### src/rtl/md5_rd_arbiter.sv
// Round-robin arbiter sharing one AXI4 read master between NUM_REQ requesters,
// with per-requester outstanding-burst credits and RID-based R steering.
module md5_rd_arbiter #(
    parameter int NUM_REQ   = 4,
    parameter int DATA_W    = 512,
    parameter int MAX_OUTST = 8
) (
    input  logic                  clk,
    input  logic                  rst,
    input  logic [64*NUM_REQ-1:0] req_araddr,
    input  logic [8*NUM_REQ-1:0]  req_arlen,
    input  logic [NUM_REQ-1:0]    req_arvalid,
    output logic [NUM_REQ-1:0]    req_arready,
    output logic [DATA_W-1:0]     req_rdata,
    output logic                  req_rlast,
    output logic [NUM_REQ-1:0]    req_rvalid,
    input  logic [NUM_REQ-1:0]    req_rready,
    output logic [15:0]           arid_m,
    output logic [63:0]           araddr_m,
    output logic [7:0]            arlen_m,
    output logic [2:0]            arsize_m,
    output logic                  arvalid_m,
    input  logic                  arready_m,
    input  logic [15:0]           rid_m,
    input  logic [DATA_W-1:0]     rdata_m,
    input  logic                  rlast_m,
    input  logic                  rvalid_m,
    output logic                  rready_m,
    output logic                  rid_err
);

    localparam int IW = $clog2(NUM_REQ);
    localparam int CW = $clog2(MAX_OUTST + 1);

    typedef enum logic {IDLE, ISSUE} state_t;

    state_t              state, state_nxt;
    logic [IW-1:0]       rr_ptr;
    logic [CW-1:0]       outst [NUM_REQ];
    logic [NUM_REQ-1:0]  eligible;
    logic [NUM_REQ-1:0]  inc_vec;
    logic [NUM_REQ-1:0]  dec_vec;
    logic                found;
    logic                grant;
    logic [IW-1:0]       sel;
    logic [IW:0]         scan_sum;
    logic [IW-1:0]       scan_idx;
    logic [63:0]         sel_addr;
    logic [7:0]          sel_len;
    logic                rid_ok;

    // Scan from rr_ptr upward with wrap; first eligible requester wins.
    always_comb begin
        eligible = '0;
        found    = 1'b0;
        sel      = '0;
        scan_sum = '0;
        scan_idx = '0;
        for (int i = 0; i < NUM_REQ; i++)
            eligible[i] = req_arvalid[i] && (outst[i] < CW'(MAX_OUTST));
        for (int k = 0; k < NUM_REQ; k++) begin
            scan_sum = {1'b0, rr_ptr} + (IW+1)'(k);
            if (scan_sum >= (IW+1)'(NUM_REQ))
                scan_sum = scan_sum - (IW+1)'(NUM_REQ);
            scan_idx = scan_sum[IW-1:0];
            if (!found && eligible[scan_idx]) begin
                found = 1'b1;
                sel   = scan_idx;
            end
        end
    end

    always_comb begin
        sel_addr = '0;
        sel_len  = '0;
        inc_vec  = '0;
        for (int i = 0; i < NUM_REQ; i++) begin
            if (sel == IW'(i)) begin
                sel_addr   = req_araddr[64*i +: 64];
                sel_len    = req_arlen[8*i +: 8];
                inc_vec[i] = grant;
            end
        end
    end

    always_comb begin
        state_nxt = state;
        grant     = 1'b0;
        case (state)
            IDLE: begin
                grant = found;
                if (found)
                    state_nxt = ISSUE;
            end
            ISSUE: begin
                if (arready_m)
                    state_nxt = IDLE;
            end
            default: state_nxt = IDLE;
        endcase
    end

    assign arvalid_m = (state == ISSUE);
    assign arsize_m  = 3'b110;

    always_ff @(posedge clk) begin
        if (rst) begin
            state       <= IDLE;
            rr_ptr      <= '0;
            req_arready <= '0;
            arid_m      <= '0;
            araddr_m    <= '0;
            arlen_m     <= '0;
            rid_err     <= 1'b0;
        end else begin
            state       <= state_nxt;
            req_arready <= inc_vec;
            if (grant) begin
                arid_m   <= 16'(sel);
                araddr_m <= sel_addr;
                arlen_m  <= sel_len;
                rr_ptr   <= (sel == IW'(NUM_REQ - 1)) ? '0 : sel + IW'(1);
            end
            if (rvalid_m && !rid_ok)
                rid_err <= 1'b1;
        end
    end

    // Out-of-range RIDs are accepted and discarded so the shell never stalls.
    always_comb begin
        req_rvalid = '0;
        rready_m   = 1'b1;
        rid_ok     = 1'b0;
        dec_vec    = '0;
        for (int i = 0; i < NUM_REQ; i++) begin
            if (rid_m == 16'(i)) begin
                rid_ok        = 1'b1;
                req_rvalid[i] = rvalid_m;
                rready_m      = req_rready[i];
                dec_vec[i]    = rvalid_m && req_rready[i] && rlast_m;
            end
        end
    end

    assign req_rdata = rdata_m;
    assign req_rlast = rlast_m;

    // Decrement saturates so stale beats arriving after a reset cannot wrap.
    always_ff @(posedge clk) begin
        if (rst) begin
            for (int i = 0; i < NUM_REQ; i++)
                outst[i] <= '0;
        end else begin
            for (int i = 0; i < NUM_REQ; i++) begin
                if (inc_vec[i] && !dec_vec[i])
                    outst[i] <= outst[i] + CW'(1);
                else if (dec_vec[i] && !inc_vec[i] && (outst[i] != '0))
                    outst[i] <= outst[i] - CW'(1);
            end
        end
    end

endmodule
### config.mk
export PLATFORM = sky130hd
export DESIGN_NAME = md5_rd_arbiter
export DESIGN_NICKNAME = d
export VERILOG_FILES = /design/src/rtl/md5_rd_arbiter.sv
export SDC_FILE = /design/constraint.sdc
export NUM_CORES = 1
export LEC_CHECK = 0
export ABC_CLOCK_PERIOD_IN_PS = 3610
export BUFFER_PORTS_ARGS = -buffer_cell sky130_fd_sc_hd__buf_4
export CAP_MARGIN = 20
export CELL_PAD_IN_SITES_DETAIL_PLACEMENT = 1
export CELL_PAD_IN_SITES_GLOBAL_PLACEMENT = 1
export CORE_AREA = 2 2 559 561
export CTS_BUF_LIST = sky130_fd_sc_hd__clkbuf_4 sky130_fd_sc_hd__clkbuf_8
export DETAILED_ROUTE_END_ITERATION = 10
export DIE_AREA = 0 0 561 563
export GPL_ROUTABILITY_DRIVEN = 0
export PLACE_DENSITY_LB_ADDON = 0.1
export SLEW_MARGIN = 20
export SYNTH_ARGS = -nofsm -noshare
export SYNTH_HDL_FRONTEND = slang
export SYNTH_SLANG_ARGS = --single-unit
export TNS_END_PERCENT = 10
### constraint.sdc
create_clock -name clk -period 3.61 [get_ports clk]
set_clock_uncertainty 0.15 [all_clocks]
set_input_delay 0 -clock clk [delete_from_list [all_inputs] [get_ports clk]]
set_output_delay 0 -clock clk [all_outputs]
set_load 0.05 [all_outputs]
* Yosys cells after proc, flatten, opt, wreduce, memory -nomap -nowiden
Memory sizes are Yosys's and may differ from the RTL's.
Index checks and enable logic that the tools add are counted.
** Word-level totals
- Bits in registers :: 82
- Memory bits (writable) :: 16
- Input bits :: 829
- Output and inout bits :: 615
- Logic and storage cells :: 188
- Memories :: 1
** Memories
- outst :: words 4, bits a word 4, read ports 4, clocked after Yosys merged registers in 0, wr ports 4, line 39 : logic [CW-1:0] outst [NUM_REQ];
** Cells by class
- Add/subtract/negate cells :: 16
- $lt $le $gt $ge :: 12
- Equal/unequal tests :: 6
- Mux-type cells :: 91
- Bitwise operators :: 9
- Reduce and logical (&&, ||, !) cells :: 46
** Operator list (count)
- $mux 64 :: 4
- $mux 1 :: 61
- $eq 16x2->1 const B :: 2
- $mux 4 :: 8
- $mux 8 :: 4
- $logic_and 1x1->1 :: 28
- $mux 2 :: 9
- $add 4x1->4 const B :: 4
- $eq 16x1->1 const B :: 1
- $logic_not 16->1 :: 1
- $lt 4x4->1 const B :: 4
- $reduce_bool 4->1 :: 4
- $sub 4x1->4 const B :: 4
- $logic_not 1->1 :: 12
- $lt 2x3->1 const B :: 4
- $ge 3x3->1 const B :: 3
- $bmux 1 s2 :: 4
- $or 1x1->1 :: 8
- $sub 2x1->2 const B :: 4
- $add 2x2->3 const B :: 2
- $eq 2x2->1 const B :: 2
- $add 2x1->3 const B :: 1
- $ge 2x3->1 const B :: 1
- $add 2x1->2 const B :: 1
- 4 further kinds :: 4

* Logic depth before layout (Yosys ltp)
Gate-level depths: netlist (run 1).
An unclocked memory read counts as a cell.
- Depth after elaboration :: 25
- Gate-level depth with buffers :: 16
- Gate-level depth less buffers :: 14

* Worst setup path before layout (run 1)
No wires, ideal clock.
- Kind :: register to register
- From :: mem outst[1][3] (netlist bit)
- To :: mem outst[1][3] (netlist bit) (data pin)
- Setup time :: 268 ps
- Arrival time :: 3188 ps
- Path slack :: 4 ps
- Cell stages (with the launch flop) :: 15
- Path through :: edfxtp_1 > nand2b_1 > o21bai_1 > a222oi_1 > ha_1 > clkbuf_1 > clkbuf_1 > a21oi_1 > nand2_1 > inv_1 > ha_1 > a21o_1 > a21oi_1 > xor2_1 > o31ai_1
** RTL lines (line)
- start, declared :: 39

==> flow_summary.json, run 1 <==
{
  "status": "finished clean",
  "reg2reg_to": "outst[2][1]",
  "drt_first_pass_iters": 4,
  "hpwlAfterDp_um": 108000,
  "grt_usage": 0.0779,
  "clockBufferDepth": 3,
  "preCtsSetupSlack_ps": -37.6,
  "period_share": 0.948,
  "r2r_cells": 11,
  "grt_overflow_total": 0,
  "drc": 0,
  "synth_warnings": 0,
  "clkLatencyLatePin_ps": 650,
  "die_height_um": 563,
  "cts_sinks": 98,
  "wl_met3_um": 12100,
  "relSlewSlack": 0.432,
  "netlist_top_cells_count": "buf_4 (530), a21oi_1 (222), nor3_1 (89), nand2_1 (84), dfxtp_1 (82)",
  "grt_pass1_wl_um": 159000,
  "n_fill_cell": 36900,
  "worst_pin_slew_ps": 849,
  "r2r_start": "outst[1][3]",
  "top_layer": "met5",
  "crit_chain": "nand2b_4 -> o21bai_1 -> a222oi_1 -> inv_1 -> ha_4 -> and2_1 -> or3_4 -> buf_4 -> or2_2 -> fa_2 -> nor3_1",
  "synth_seq_cells": 98,
  "routed_wl_um": 133000,
  "cp.required_ps": 3860,
  "cp_slowest_stage_delay_ps": 520,
  "grt_pass1_vias": 14300,
  "drtIter0Drc": 597,
  "fin_nets": 3007,
  "yosysMostFrequentCell": "buf_4",
  "postRouteAntennaNets": 0,
  "wl_met2_um": 68500,
  "holdWs_ps": 90.4,
  "synthFlopType": "dfxtp_1",
  "hold_viol": 0,
  "synth_area_per_cell_um2": 7.30,
  "via_count": 13500,
  "crit_type": "reg -> reg",
  "critPathSlowestCell": "fa_2",
  "r2r_slack_ps": 190,
  "root_buffer": "clkbuf_8",
  "p_per_area_mw_per_mm2": 336,
  "area_growth_pct": 126,
  "yosysSeqAreaShare": 0.200,
  "synth_top_cell_by_area": "buf_4",
  "port_buffers": 402,
  "avgRoutedWirePerCell_um": 20.8,
  "cp-startpoint": "outst[1][3]",
  "antenna_found_initial": 172,
  "drv_slew": 0,
  "via_per_inst": 2.12,
  "worstSetupEndpoint": "outst[2][1]",
  "cp-end-kind": "flop",
  "cp_top_family": "simple AND/OR/NAND/NOR gates",
  "initial_utilization": 0.0343,
  "layout_setup_ws_ps": 188,
  "die_x_um": 561,
  "drive_gt1_frac": 0.236,
  "synthTopCellsByArea": "buf_4 (37%), dfxtp_1 (15%), a21oi_1 (10%)",
  "yosysTopAreaCellShare": 0.374,
  "htreeDepth": 3,
  "placedCellCount": 5456,
  "synthCells": 1457,
  "die_area_mm2": 0.316,
  "vdd_drop_max_uv": 166,
  "crit_cells": 11,
  "ios": 1444,
  "maxCapViolCount": 0,
  "wl_met1_um": 46900,
  "synth_edf_count": 16,
  "cts_made_buffers": 13,
  "hold_class": "in -> reg",
  "setup_viol": 0,
  "final_cells": 6376,
  "synth_area_mm2": 0.0106,
  "synth_cell_type_count": 50,
  "p_total_mw": 8.09,
  "async_flop_share": 0,
  "leakage_nw": 8.22,
  "cp_num_buf_inv": 2,
  "cts_tree": "done",
  "period_needed_ps": 3420,
  "fmax_mhz": 292,
  "crit_path_start_kind": "flop",
  "clk_pin_slew_worst_paths_ps": 170,
  "rows": 205,
  "crit_arrival_ps": 3670,
  "crit_fanout": 2,
  "grt_start_max_net_pins": 72,
  "core-area_mm2": 0.310
}
## cells by family (layout without fill, tap and decap cells)
family	after synthesis	count (layout)	synth area share
AOI/OAI and AO/OA	318	318	0.174
DFF	98	98	0.200
and+or+nand+nor	381	381	0.185
adders and majority gates	15	15	0.0198
buffers and inverters	634	1327	0.412
muxes	3	3	0.00400
xor gates and xnor gates	6	6	0.00494
other	2	88	0.000706
## how the worst min path moves through the flow
stage,startpoint,to,depth (start not counted)
after floorplan,rvalid_m,rid_err,2
after global routing,req_araddr[239],araddr_m[47],5
after global placement,rdata_m[10],req_rdata[10],0
final,rid_m[14],outst[3][1],7
after detailed placement,rdata_m[10],req_rdata[10],0
after CTS,req_araddr[218],araddr_m[26],5
## final cells by class
| class | instances | area (um^2) | share of cell area |
|---|---|---|---|
| clock inverters | 2 | 10.0 | 0.000416 |
| diodes | 71 | 178 | 0.00739 |
| flip-flops and latches | 98 | 2120 | 0.0883 |
| clock buffers | 15 | 200 | 0.00833 |
| repair buffers | 1294 | 12000 | 0.498 |
| well taps | 4140 | 5180 | 0.215 |
| multi-input cells | 740 | 4330 | 0.180 |
| inverters | 16 | 60.1 | 0.00250 |
## through the flow
step                      area, um^2  setup TNS (ps)  utilization
after global routing           23900           -10.1       0.0772
final                          24000               0       0.0775
after CTS                      23700               0       0.0763
after floorplan                10700               0            -
after global placement         15200            -378       0.0490
after detailed placement       15200           -83.2       0.0490
## layout by cell type, fill, tap and decap left out, types with 4 or more instances in the layout
| cell type | netlist | final |
|---|---|---|
| a211oi_1 | 4 | 4 |
| a21oi_1 | 222 | 219 |
| and2_1 | 5 | 5 |
| buf_12 | 0 | 8 |
| buf_4 | 530 | 454 |
| clkbuf_8 | 0 | 14 |
| conb_1 | 2 | 17 |
| dfxtp_1 | 82 | 82 |
| diode_2 | 0 | 71 |
| dlygate4sd3_1 | 0 | 826 |
| edfxtp_1 | 16 | 16 |
| ha_1 | 12 | 8 |
| ha_4 | 0 | 4 |
| inv_1 | 16 | 16 |
| nand2_1 | 84 | 84 |
| nand2b_1 | 9 | 8 |
| nand3_1 | 8 | 8 |
| nand3b_1 | 70 | 70 |
| nand4_1 | 6 | 6 |
| nor2_1 | 81 | 79 |
| nor2b_1 | 7 | 6 |
| nor3_1 | 89 | 89 |
| nor4_1 | 5 | 5 |
| o21a_1 | 70 | 70 |
| or2_2 | 4 | 4 |
| xor2_1 | 5 | 4 |
## metal layers
metal / GRT usage / vias up
met5: 0 / -
met2: 0.144 / 1120
met4: 0.0269 / 48
li1: - / 5821
met1: 0.0799 / 6260
met3: 0.0289 / 287
## timing repair
item                                   in CTS  in global routing
cloned                                      0                  2
gates resized for setup                     2                 15
pin swaps                                   1                  5
setup buffers                               0                  4
setup endpoints to repair                   3                 12
endpoints found under the hold margin     612                  0
hold buffers                              826                  0
## worst register-to-register path, stage by stage (launching register included)
cell and delay (ps):
edfxtp_1 420, nand2b_4 150, o21bai_1 160, a222oi_1 430, inv_1 160, ha_4 180, and2_1 140, or3_4 350
buf_4 150, or2_2 300, fa_2 520, nor3_1 40
## sequential cells by signal (all words and copies together), names as in the netlist
register / cells
arvalid_m: 1
araddr_m: 64
arlen_m: 8
rid_err: 1
rr_ptr: 2
arid_m: 2
req_arready: 4
outst: 16
## report_power, final
group          total, mW  internal, mW  switching (mW)
Combinational       5.54          1.82            3.73
Sequential          1.43          1.30           0.128
Clock               1.11         0.369           0.745
Total               8.09          3.49            4.60
No activity file was read; power rests on OpenSTA's default activity.
==> run 2, diff against run 1 <==
==> config.mk (replaced) <==
export PLATFORM = sky130hd
export DESIGN_NAME = md5_rd_arbiter
export DESIGN_NICKNAME = d
export VERILOG_FILES = /design/src/rtl/md5_rd_arbiter.sv
export SDC_FILE = /design/constraint.sdc
export NUM_CORES = 1
export LEC_CHECK = 0
export ABC_CLOCK_PERIOD_IN_PS = 3610
export BUFFER_PORTS_ARGS = -buffer_cell sky130_fd_sc_hd__buf_4
export CAP_MARGIN = 20
export CORE_AREA = 2 2 558 560
export CTS_BUF_LIST = sky130_fd_sc_hd__clkbuf_4 sky130_fd_sc_hd__clkbuf_8
export DETAILED_ROUTE_END_ITERATION = 10
export DIE_AREA = 0 0 560 562
export GPL_ROUTABILITY_DRIVEN = 0
export SYNTH_ARGS = -nofsm -noshare
export SYNTH_HDL_FRONTEND = slang
export SYNTH_SLANG_ARGS = --single-unit
export TNS_END_PERCENT = 10
==> flow_summary.json, run 2 (synthesis gave the netlist of run 1 again) <==
{
  "status": "finished clean",
  "period_share": 0.967,
  "layout_commonest_cell": "dlygate4sd3_1",
  "hold_class": "in -> reg",
  "pwr-share-clk": 0.117,
  "cts_sinks": 98,
  "die_height_um": 562,
  "top_layer": "met5",
  "r2r_start": "outst[1][3]",
  "grt_pass1_vias": 13600,
  "postRouteAntennaNets": 0,
  "grt_overflow_total": 0,
  "cp-end-kind": "flop",
  "largest-register": "araddr_m",
  "core-area_mm2": 0.308,
  "cts_tree": "done",
  "n_fill_cell": 36000,
  "fmax_mhz": 286,
  "grt_start_max_net_pins": 94,
  "die_x_um": 560,
  "hold_viol": 0,
  "fin_nets": 2964,
  "area_growth_pct": 123,
  "final_cell_area_mm2": 0.0237,
  "drv_slew": 0,
  "holdWs_ps": 78.2,
  "crit_path_start_kind": "flop",
  "vdd_drop_max_uv": 206,
  "p_per_area_mw_per_mm2": 363,
  "top_regs": "araddr_m: 64 flops, outst: 16 flops, arlen_m: 8 flops",
  "die_area_mm2": 0.315,
  "crit_arrival_ps": 3740,
  "p_comb_frac": 0.711,
  "setup_viol": 0,
  "p_int_mw": 3.47,
  "cts_made_buffers": 13,
  "placedCellCount": 5417,
  "drt_first_pass_iters": 5,
  "grt_setup_unrepaired": "yes",
  "leakage_nw": 7.99,
  "grt_pass1_wl_um": 243000,
  "port_buffers": 402,
  "hp-start": "req_arlen[15]",
  "antenna_found_initial": 380,
  "wl_met2_um": 90300,
  "postPlaceCellArea_mm2": 0.0150,
  "setup_tns_ps": 0,
  "ios": 1444,
  "worst_pin_slew_ps": 1090,
  "period_needed_ps": 3490,
  "power.switching_mw": 5.12,
  "hpwlAfterDp_um": 198000,
  "avgRoutedWirePerCell_um": 34.1,
  "initial_utilization": 0.0345,
  "wl_met3_um": 32600,
  "rows": 204,
  "sw_frac_of_total": 0.596,
  "largest_reg_flops": 64,
  "relSlewSlack": 0.271,
  "drtIter0Drc": 1073,
  "cp-startpoint": "outst[1][3]",
  "grt_usage": 0.130,
  "via_per_inst": 2.40,
  "final_cell_mix": "dlygate4sd3_1 (803), buf_4 (436), a21oi_1 (219), nor3_1 (89), nand2_1 (84)",
  "clk_pin_slew_worst_paths_ps": 150,
  "clockBufferDepth": 3,
  "crit_fanout": 3,
  "via_count": 15300,
  "wl_met1_um": 83200,
  "maxCapViolCount": 0,
  "root_buffer": "clkbuf_8",
  "drive_gt1_frac": 0.230,
  "final_cells": 6351,
  "clkLatencyLatePin_ps": 600,
  "htreeDepth": 3,
  "drc": 0,
  "routed_wl_um": 216000,
  "p_seq_frac": 0.172,
  "cp.required_ps": 3860,
  "crit_type": "reg -> reg"
}
[run 2: changes by cell type in the layout (fill, tap and decap cells not counted), sizes merged]
cell         change
inv              +1
buf             -20
dlygate4sd3     -23
clkbuf           -1
diode           +38
[run 2: power groups by stage]
| stage | logic, mW | clock network, mW | registers (mW) |
|---|---|---|---|
| 2_1_floorplan | 2.80 | 0 | 1.98 |
| 3_3_place_gp | 3.67 | 0 | 1.51 |
| 3_5_place_dp | 3.67 | 0 | 1.51 |
| 4_1_cts | 6.08 | 1.12 | 1.49 |
| 5_1_grt | 6.46 | 1.11 | 1.52 |
| 6_report | 6.10 | 1.01 | 1.48 |
[run 2: through the flow]
stage | setup WS [ps] | power (mW) | utilization
floorplan | 3.51 | 4.78 | -
global placement | -22.3 | 5.17 | 0.0487
detailed placement | 74.5 | 5.18 | 0.0487
CTS | 21.6 | 8.69 | 0.0754
global route | -10.4 | 9.09 | 0.0762
finish | 120 | 8.59 | 0.0767
[run 2: final cells by class]
cell class | count | area [um^2] | area share
antenna | 109 | 273 | 0.0115
clock buffer | 14 | 186 | 0.00788
clock inverter | 3 | 22.5 | 0.000952
inverter | 16 | 60.1 | 0.00254
multi-input combinational | 740 | 4290 | 0.181
sequential | 98 | 2120 | 0.0897
tap | 4120 | 5150 | 0.218
timing repair buffer | 1251 | 11600 | 0.488
[run 2: worst max-delay path: stages, from the launching register on]
cell      delay (ps)
edfxtp_1         400
nand2b_1         170
o21bai_1         160
a222oi_1         310
buf_4            180
inv_1             70
ha_4             170
and2_1           140
or3_1            410
nor2_2           160
ha_1             250
a21o_1           180
a21oi_1          170
xnor2_1          170
nand4_1          120
o31ai_1          100
[run 2: final timing paths]
check	end	slack (ps)	cells past startpoint
max	outst[2][3]	120	15
min reg2reg	arid_m[1]	340	2
max reg2reg	outst[2][3]	120	15
min	arlen_m[7]	80	6
[run 2: repair_timing]
action / CTS / global route
hold endpoints to repair: 617 / 1
gates resized for setup: 0 / 10
endpoints found under the setup margin: 0 / 21
buffers inserted: 0 / 3
hold buffers: 802 / 1
[run 2: layer usage]
metal,global-route usage,vias to the layer above
li1,-,5801
met2,0.199,1939
met1,0.148,6745
met5,0,-
met4,0.0409,120
met3,0.0805,654
